==> config.mk <==
export PLATFORM = sky130hd
export DESIGN_NAME = cla_arb_seq
export DESIGN_NICKNAME = d
export VERILOG_FILES = /design/src/rtl/cla_arb_seq_pkg.sv /design/src/rtl/cla_arb_seq_cla8.sv /design/src/rtl/cla_arb_seq.sv
export SDC_FILE = /design/constraint.sdc
export NUM_CORES = 1
export LEC_CHECK = 0
export CORE_MARGIN = 5
export CORE_UTILIZATION = 56
export CTS_CLUSTER_SIZE = 10
export DETAILED_ROUTE_END_ITERATION = 16
export PLACE_DENSITY = 0.86
export SYNTH_ARGS = -nofsm -noshare
export SYNTH_HDL_FRONTEND = slang
export SYNTH_SLANG_ARGS = --single-unit
==> constraint.sdc <==
create_clock -name clk -period 11.65 [get_ports clk]
set_clock_uncertainty 0.05 [all_clocks]
set_input_delay 1.165 -clock clk [delete_from_list [all_inputs] [get_ports clk]]
set_output_delay 1.165 -clock clk [all_outputs]
set_load 0.005 [all_outputs]
==> src/rtl/cla_arb_seq_pkg.sv <==
// Shared ALU constants: op codes and arbiter FSM encodings.
// Imported by the arbiter top and its CLA_8 adder.
package cla_arb_seq_pkg;

    localparam int CLA_W = 8;

    typedef enum logic [1:0] {
        OP_ADD = 2'b00,
        OP_SUB = 2'b01,
        OP_MUL = 2'b10,
        OP_RSV = 2'b11
    } alu_op_e;

    typedef enum logic [1:0] {
        S_IDLE = 2'b00,
        S_EXEC = 2'b01,
        S_MUL  = 2'b10,
        S_DONE = 2'b11
    } arb_state_e;

endpackage

==> src/rtl/cla_arb_seq_cla8.sv <==
// 8-bit carry-lookahead adder/subtractor shared by all arbiter operations.
// Outputs are zero when neither enable is asserted.
module cla_arb_seq_cla8
    import cla_arb_seq_pkg::*;
(
    input  logic [CLA_W-1:0] a,
    input  logic [CLA_W-1:0] b,
    input  logic             cin,
    input  logic             enable_add,
    input  logic             enable_sub,
    output logic [CLA_W-1:0] sum,
    output logic             cout
);

    logic [CLA_W-1:0] b_eff;
    logic [CLA_W-1:0] g;
    logic [CLA_W-1:0] p;
    logic [CLA_W:0]   carry;

    always_comb begin
        b_eff    = enable_sub ? ~b : b;
        g        = a & b_eff;
        p        = a ^ b_eff;
        carry    = '0;
        carry[0] = enable_sub ? 1'b1 : cin;
        // each carry is expanded from c0 through its own g/p terms
        for (int i = 0; i < CLA_W; i++) begin
            logic t;
            t = carry[0];
            for (int j = 0; j <= i; j++) begin
                t = g[j] | (p[j] & t);
            end
            carry[i+1] = t;
        end
        sum  = p ^ carry[CLA_W-1:0];
        cout = carry[CLA_W];
        if (!(enable_add || enable_sub)) begin
            sum  = '0;
            cout = 1'b0;
        end
    end

endmodule

==> src/rtl/cla_arb_seq.sv <==
// Two-requester round-robin arbiter sequencing add, sub and
// shift-add multiply on a single shared CLA_8.
module cla_arb_seq
    import cla_arb_seq_pkg::*;
#(
    parameter int WIDTH = 8
) (
    input  logic                 clk,
    input  logic                 rst,
    input  logic                 req0,
    input  logic                 req1,
    input  logic [1:0]           op0,
    input  logic [1:0]           op1,
    input  logic [WIDTH-1:0]     a0,
    input  logic [WIDTH-1:0]     b0,
    input  logic [WIDTH-1:0]     a1,
    input  logic [WIDTH-1:0]     b1,
    output logic                 ack0,
    output logic                 ack1,
    output logic [2*WIDTH-1:0]   result,
    output logic                 cout,
    output logic                 busy,
    output logic                 grant_id
);

    arb_state_e           state_q, state_d;
    alu_op_e              op_q, op_d, win_op;
    logic [WIDTH-1:0]     a_q, a_d, b_q, b_d;
    logic [WIDTH-1:0]     win_a, win_b;
    logic [2*WIDTH-1:0]   acc_q, acc_d;
    logic [2*WIDTH-1:0]   result_q, result_d;
    logic [2:0]           cnt_q, cnt_d;
    logic                 cout_q, cout_d;
    logic                 grant_q, grant_d;
    logic                 ptr_q, ptr_d;
    logic                 win;

    logic [WIDTH-1:0]     add_a, add_b, add_sum;
    logic                 add_en, sub_en, add_co;
    logic [WIDTH:0]       mul_hi;

    assign win    = (req0 && req1) ? ptr_q : req1;
    assign win_op = alu_op_e'(win ? op1 : op0);
    assign win_a  = win ? a1 : a0;
    assign win_b  = win ? b1 : b0;

    always_comb begin
        add_a  = a_q;
        add_b  = b_q;
        add_en = 1'b0;
        sub_en = 1'b0;
        unique case (state_q)
            S_EXEC: begin
                add_en = (op_q == OP_ADD);
                sub_en = (op_q == OP_SUB);
            end
            S_MUL: begin
                add_a  = acc_q[2*WIDTH-1:WIDTH];
                add_en = 1'b1;
            end
            default: ;
        endcase
    end

    // Multiplier bits sit in the low byte and are consumed from bit 0;
    // shifting right each step aligns b with bit i of the product.
    assign mul_hi = acc_q[0] ? {add_co, add_sum}
                             : {1'b0, acc_q[2*WIDTH-1:WIDTH]};

    cla_arb_seq_cla8 u_cla (
        .a          (add_a),
        .b          (add_b),
        .cin        (1'b0),
        .enable_add (add_en),
        .enable_sub (sub_en),
        .sum        (add_sum),
        .cout       (add_co)
    );

    always_comb begin
        state_d  = state_q;
        op_d     = op_q;
        a_d      = a_q;
        b_d      = b_q;
        acc_d    = acc_q;
        cnt_d    = cnt_q;
        result_d = result_q;
        cout_d   = cout_q;
        grant_d  = grant_q;
        ptr_d    = ptr_q;
        unique case (state_q)
            S_IDLE: begin
                if (req0 || req1) begin
                    grant_d = win;
                    ptr_d   = ~win;
                    op_d    = win_op;
                    a_d     = win_a;
                    b_d     = win_b;
                    acc_d   = {{WIDTH{1'b0}}, win_a};
                    cnt_d   = 3'd0;
                    state_d = (win_op == OP_MUL) ? S_MUL : S_EXEC;
                end
            end
            S_EXEC: begin
                result_d = {{WIDTH{1'b0}}, add_sum};
                cout_d   = add_co;
                state_d  = S_DONE;
            end
            S_MUL: begin
                acc_d = {mul_hi, acc_q[WIDTH-1:1]};
                cnt_d = cnt_q + 3'd1;
                if (cnt_q == 3'd7) begin
                    result_d = {mul_hi, acc_q[WIDTH-1:1]};
                    cout_d   = 1'b0;
                    state_d  = S_DONE;
                end
            end
            S_DONE: begin
                state_d = S_IDLE;
            end
        endcase
    end

    always_ff @(posedge clk or posedge rst) begin
        if (rst) begin
            state_q  <= S_IDLE;
            op_q     <= OP_ADD;
            a_q      <= '0;
            b_q      <= '0;
            acc_q    <= '0;
            cnt_q    <= '0;
            result_q <= '0;
            cout_q   <= 1'b0;
            grant_q  <= 1'b0;
            ptr_q    <= 1'b0;
        end else begin
            state_q  <= state_d;
            op_q     <= op_d;
            a_q      <= a_d;
            b_q      <= b_d;
            acc_q    <= acc_d;
            cnt_q    <= cnt_d;
            result_q <= result_d;
            cout_q   <= cout_d;
            grant_q  <= grant_d;
            ptr_q    <= ptr_d;
        end
    end

    assign ack0     = (state_q == S_DONE) && !grant_q;
    assign ack1     = (state_q == S_DONE) && grant_q;
    assign busy     = (state_q != S_IDLE);
    assign result   = result_q;
    assign cout     = cout_q;
    assign grant_id = grant_q;

endmodule

==> results.toml, run 1 <==
[run_status]
status = "finished, final reports clean"

[clock_network]
cts.htree.levels = 3
clkTransAtPathRegs_ns = 0.06
cts_tree = "done"
cts_buffer_depth = 2
cts.hold.buffers_added = 0
cts-buffers-inserted = 9
insertion_delay_ns = 0.34
cts-resized-gates = 0
ctsRootBufferMaster = "clkbuf_8"
postCtsSetupRepairBufs = 0
cts_sinks = 58

[power]
seq_power_share_pct = 34.3
total_leakage_power_nw = 1.67
switching_power_w = 0.000433
p_int_w = 0.000634
ir_drop_mv = 0.157
swShare_pct = 40.6
clkPwrFrac_pct = 15.9
comb_power_share_pct = 49.8
power_density_mw_per_mm2 = 277

[grt]
first_global_vias = 2487
grtUsageTotal_pct = 21.1
grt_max_degree = 59
grt_pass1_wl_mm = 11.8
antenna_found_initial = 0
grt_overflow_total = 0

[timing]
layout_min_cycle_time_ns = 4.82
slew_viol_final = 0
finalHoldViolations = 0
slew_headroom_pct = 23.4
rsz0062_at_grt = "no"
hold_ws_ns = 0.432
period_share_pct = 41.3
tns_ns = 0
fmaxAchievable_mhz = 208
worst_pin_slew_ns = 1.15
finalSetupViolations = 0
setup_ws_ns = 6.83

[floorplanning]
ios = 61
fp.dieW_um = 83.8
die_y_um = 83.8
die_area_mm2 = 0.00702
row_count = 26
start_util_pct = 58.5
coreArea_mm2 = 0.00520

[yosys]
synth_nets = 352
yosysSeqAreaShare_pct = 47.6
synth-edff-count = 0
ys_ff_latch = 58
synth_flop_cell = "dfrtp_1"
synth.avg_cell_area_um2 = 10.2
syn_inst = 298
syn-cell-area_mm2 = 0.00305
ys_warn_count = 0
async_reset_ff_share_pct = 100
synthDistinctLibCells = 38

[critical_path]
critPathLaunchType = "flip-flop"
critPathKind = "flip-flop to flip-flop"
endpoint_kind = "flip-flop"
crit_arrival_ns = 4.93
cp_data_required_time_ns = 11.77
crit_fanout = 9

[place]
pre_cts_slack_ns = 6.85
dp_cells = 415
gp_congestion = 0.823
dp_hpwl_mm = 5.14
io_buffers = 60

[finish]
layout-drive-gt1-share_pct = 9.14
fillCellCount = 362
area_growth_pct = 26.2
finalNetCount = 410
stdcell_count = 431
antenna_cells = 0

[hold_path]
min-delay-path-class = "flip-flop to flip-flop"

[routing]
routed_wl_mm = 7.02
firstDrtPassIters = 4
detailroute.via_count = 2444
viasPerCell = 5.67
drc = 0
wl_per_cell_um = 16.3
first_iter_violations = 133
ant_nets = 0

[flow_run]
maxCapViolations = 0
[cells in the mapped netlist (4+ instances only)]
cell type / number / area, um2
dfrtp_1: 58 / 1450
nand2_1: 45 / 169
o21ai_0: 41 / 205
mux2i_1: 26 / 260
nor2_1: 17 / 63.8
a21oi_1: 16 / 80.1
mux2_2: 10 / 113
xnor2_1: 8 / 70.1
a22oi_1: 7 / 52.6
buf_2: 7 / 35.0
fa_1: 7 / 140
ha_1: 7 / 87.6
inv_1: 6 / 22.5
o21ai_1: 5 / 25.0
clkbuf_1: 4 / 15.0
[critical path: stages (launching register included)]
cell,delay (ns)
dfrtp_1,0.41
inv_1,0.11
ha_1,0.22
and3b_1,0.47
o21ai_0,0.17
fa_1,0.41
fa_1,0.40
fa_1,0.40
fa_1,0.39
fa_1,0.39
fa_1,0.39
fa_1,0.51
nor2_1,0.05
a21oi_1,0.16
o21ai_0,0.11
[cell families (layout without fill, tap and decap cells)]
group / count (synthesis) / after routing / share of synthesized area, %
xor gates and xnor gates: 8 / 8 / 2.30
and+or+nand+nor: 77 / 77 / 11.0
buffers and inverters: 23 / 86 / 4.11
DFF: 58 / 58 / 47.6
AOI/OAI and AO/OA: 82 / 82 / 15.2
adders and majority gates: 14 / 14 / 7.47
muxes: 36 / 36 / 12.2
[stage by stage]
stage / util [%] / total power [W] / cell area (um2)
6_report: 73.9 / 0.00107 / 3840
5_1_grt: 73.9 / 0.00116 / 3840
4_1_cts: 73.9 / 0.00107 / 3840
3_5_place_dp: 70.4 / 0.000896 / 3660
3_3_place_gp: 70.4 / 0.000870 / 3660
2_1_floorplan: - / 0.000723 / 3050
[state kept, by name (all words and copies together) (netlist names)]
register,flops
acc_q,16
result,16
a_q,8
add_b,8
cnt_q,3
op_q,2
state_q,2
cout,1
grant_id,1
ptr_q,1
[power by group through the flow]
stage / registers [W] / clock network [W] / logic [W]
after global placement: 0.000361 / 0 / 0.000509
after global routing: 0.000377 / 0.000182 / 0.000598
after detailed placement: 0.000365 / 0 / 0.000530
after CTS: 0.000364 / 0.000172 / 0.000533
after floorplan: 0.000347 / 0 / 0.000375
final: 0.000366 / 0.000169 / 0.000531
[path summary, 6_finish.rpt]
| path | cells past startpoint | slack [ns] | end | start |
|---|---|---|---|---|
| max | 14 | 6.83 | acc_q[14] | state_q[1] |
| min | 2 | 0.43 | cnt_q[2] | cnt_q[2] |
| max reg2reg | 14 | 6.83 | acc_q[14] | state_q[1] |
| min reg2reg | 2 | 0.43 | cnt_q[2] | cnt_q[2] |
| max in group asynchronous | 3 | 9.80 | grant_id | rst |
| min in group asynchronous | 3 | 1.29 | cout | rst |
[placed cells by master (no fill, tap or decap), drive strengths merged]
master and count:
clkdlybuf4s50 60, dfrtp 58, o21ai 47, nand2 45, mux2i 26, nor2 17, a21oi 16, clkbuf 14
mux2 10, xnor2 8, a22oi 7, fa 7, ha 7, inv 7, a31oi 3, buf 3
and2 2, o22ai 2, nand2b 2, nor2b 2, nand3 2, o31ai 2, clkinv 2, or3 2
o211ai 2, or4 1, a2bb2oi 1, nor4 1, a21o 1, and3b 1, nand4b 1, nand3b 1
o41ai 1
[metal layers]
metal  track usage (%)  share of wire, %  vias up  routed length [um]
met5                 0                 0        -                   0
met4              12.9               2.8        0                 198
met3              5.92               9.6       21                 676
met2              32.2                47      106                3320
met1              26.3                40     1159                2820
li1                  -                 -     1158                   -
[area by class of cell]
cell class / instances / area, um2 / area share [%]
Multi-Input combinational cell: 217 / 1470 / 38.3
Inverter: 7 / 26.3 / 0.683
Tap cell: 70 / 87.6 / 2.28
Sequential cell: 58 / 1450 / 37.7
Clock buffer: 14 / 173 / 4.49
Timing Repair Buffer: 63 / 623 / 16.2
Clock inverter: 2 / 10.0 / 0.260
(Power assumes the default switching activity.)
==> run 2: changes to the inputs <==
--- a/config.mk
+++ b/config.mk
@@ -6,10 +6,10 @@
 export NUM_CORES = 1
 export LEC_CHECK = 0
 export CORE_MARGIN = 5
-export CORE_UTILIZATION = 56
+export CORE_UTILIZATION = 52
 export CTS_CLUSTER_SIZE = 10
 export DETAILED_ROUTE_END_ITERATION = 16
-export PLACE_DENSITY = 0.86
+export PLACE_DENSITY = 0.81
 export SYNTH_ARGS = -nofsm -noshare
 export SYNTH_HDL_FRONTEND = slang
 export SYNTH_SLANG_ARGS = --single-unit
==> constraint.sdc (replaced) <==
create_clock -name clk -period 4.96 [get_ports clk]
set_clock_uncertainty 0.05 [all_clocks]
set_input_delay 0.496 -clock clk [delete_from_list [all_inputs] [get_ports clk]]
set_output_delay 0.496 -clock clk [all_outputs]
set_load 0.005 [all_outputs]
==> results.toml, run 2 (synthesis results as in run 1) <==
[run_status]
status = "finished, final reports clean"

[power]
total_leakage_power_nw = 1.66
ir_drop_mv = 0.295
power_density_mw_per_mm2 = 646

[clock_network]
cts_sinks = 58
cts.htree.levels = 3
insertion_delay_ns = 0.34
cts_buffer_depth = 2
cts-resized-gates = 0
postCtsSetupRepairBufs = 0
cts-buffers-inserted = 9
cts.hold.buffers_added = 0
clkTransAtPathRegs_ns = 0.07
ctsRootBufferMaster = "clkbuf_8"
cts_tree = "done"

[routing]
detailroute.via_count = 2438
firstDrtPassIters = 4
viasPerCell = 5.62
wl_per_cell_um = 16.5
routed_wl_mm = 7.16
drc = 0
ant_nets = 0
first_iter_violations = 209

[timing]
setup_ws_ns = 0.341
slew_headroom_pct = 16.9
layout_min_cycle_time_ns = 4.62
slew_viol_final = 0
worst_pin_slew_ns = 1.25
rsz0062_at_grt = "no"
hold_ws_ns = 0.429
finalHoldViolations = 0
finalSetupViolations = 0
fmaxAchievable_mhz = 217
period_share_pct = 93.1
tns_ns = 0

[critical_path]
max_stage_delay_ns = 0.54
slowest_stage = "fa_1"
critPathKind = "flip-flop to flip-flop"
cp_data_required_time_ns = 5.09
crit_path_cell_trace = "inv_1 > ha_1 > and3b_1 > o21ai_0 > fa_1 > fa_1 > fa_1 > fa_1 > fa_1 > fa_1 > fa_1 > nor2_1 > a21oi_1 > o21ai_0"
critPathLaunchType = "flip-flop"
cp_common_cell = "fa_1"
crit_arrival_ns = 4.75
endpoint_kind = "flip-flop"
crit_fanout = 4

[floorplanning]
coreArea_mm2 = 0.00561
start_util_pct = 54.3
fp.dieW_um = 86.5
row_count = 27
ios = 61
die_y_um = 86.5
die_area_mm2 = 0.00749

[finish]
final_core_util_pct = 68.3
layout-drive-gt1-share_pct = 9.12
antenna_cells = 0
finalNetCount = 412
area_growth_pct = 25.8
layout_common_cells = "60 x clkdlybuf4s50_1, 58 x dfrtp_1, 45 x nand2_1, 41 x o21ai_0, 26 x mux2i_1"
mostFrequentLayoutCell = "clkdlybuf4s50_1"

[place]
io_buffers = 60
pre_cts_slack_ns = 0.407
dp_hpwl_mm = 5.28
gp_congestion = 0.903

[grt]
antenna_found_initial = 0
grt_max_degree = 59
first_global_vias = 2386
grt_pass1_wl_mm = 11.8
grt_overflow_total = 0
grtUsageTotal_pct = 20.6

[hold_path]
min-delay-path-class = "flip-flop to flip-flop"

[flow_run]
maxCapViolations = 0
## run 2: cell types whose count changed in the layout (fill, tap and decap cells not counted), sizes merged
cell and delta:
buf +2, clkinvlp +1, clkbuf -2
## run 2: final cells by class
cell class | instances | area (um2)
clock buffer | 12 | 135
clock inverter | 3 | 17.5
fill | 463 | 1780
inverter | 7 | 26.3
multi-input combinational | 217 | 1470
sequential | 58 | 1450
tap | 72 | 90.1
timing repair buffer | 65 | 638
## run 2: per-stage QoR
step	cell area (um2)	total power, W	std cells
floorplan	3050	0.00170	298
global placement	3680	0.00206	419
detailed placement	3680	0.00212	419
CTS	3830	0.00248	434
global route	3830	0.00267	434
finish	3830	0.00248	434
## run 2: final timing paths
| kind | from | to | slack, ns | cells after the start |
|---|---|---|---|---|
| setup / recovery | state_q[1] | acc_q[14] | 0.34 | 14 |
| hold / removal | ptr_q | ptr_q | 0.43 | 1 |
| setup reg to reg | state_q[1] | acc_q[14] | 0.34 | 14 |
| hold reg to reg | ptr_q | ptr_q | 0.43 | 1 |
| max in group asynchronous | rst | acc_q[0] | 3.77 | 3 |
| min in group asynchronous | rst | acc_q[5] | 0.61 | 3 |
## run 2: critical path, delay by kind of cell, from the launching register on
kind	cells	cell delay [ns]
DFF	1	0.42
buffers and inverters	1	0.12
adders and majority gates	8	3.15
AOI/OAI and AO/OA	3	0.41
and+or+nand+nor	2	0.33
## run 2: power by group
part	switching, W	internal (W)	leakage [nW]
sequential	0.000164	0.000691	0.733
combinational	0.000677	0.000585	0.853
clock	0.000182	0.000177	0.0762
total	0.00102	0.00145	1.66
## run 2: metal layers
| layer | global-route usage [%] | up-vias | part of all wire (%) |
|---|---|---|---|
| met5 | 0 | - | 0 |
| met4 | 8.22 | 0 | 2.3 |
| met3 | 5.89 | 17 | 7.8 |
| met2 | 32.4 | 94 | 47 |
| met1 | 26.8 | 1172 | 43 |
| li1 | - | 1155 | - |
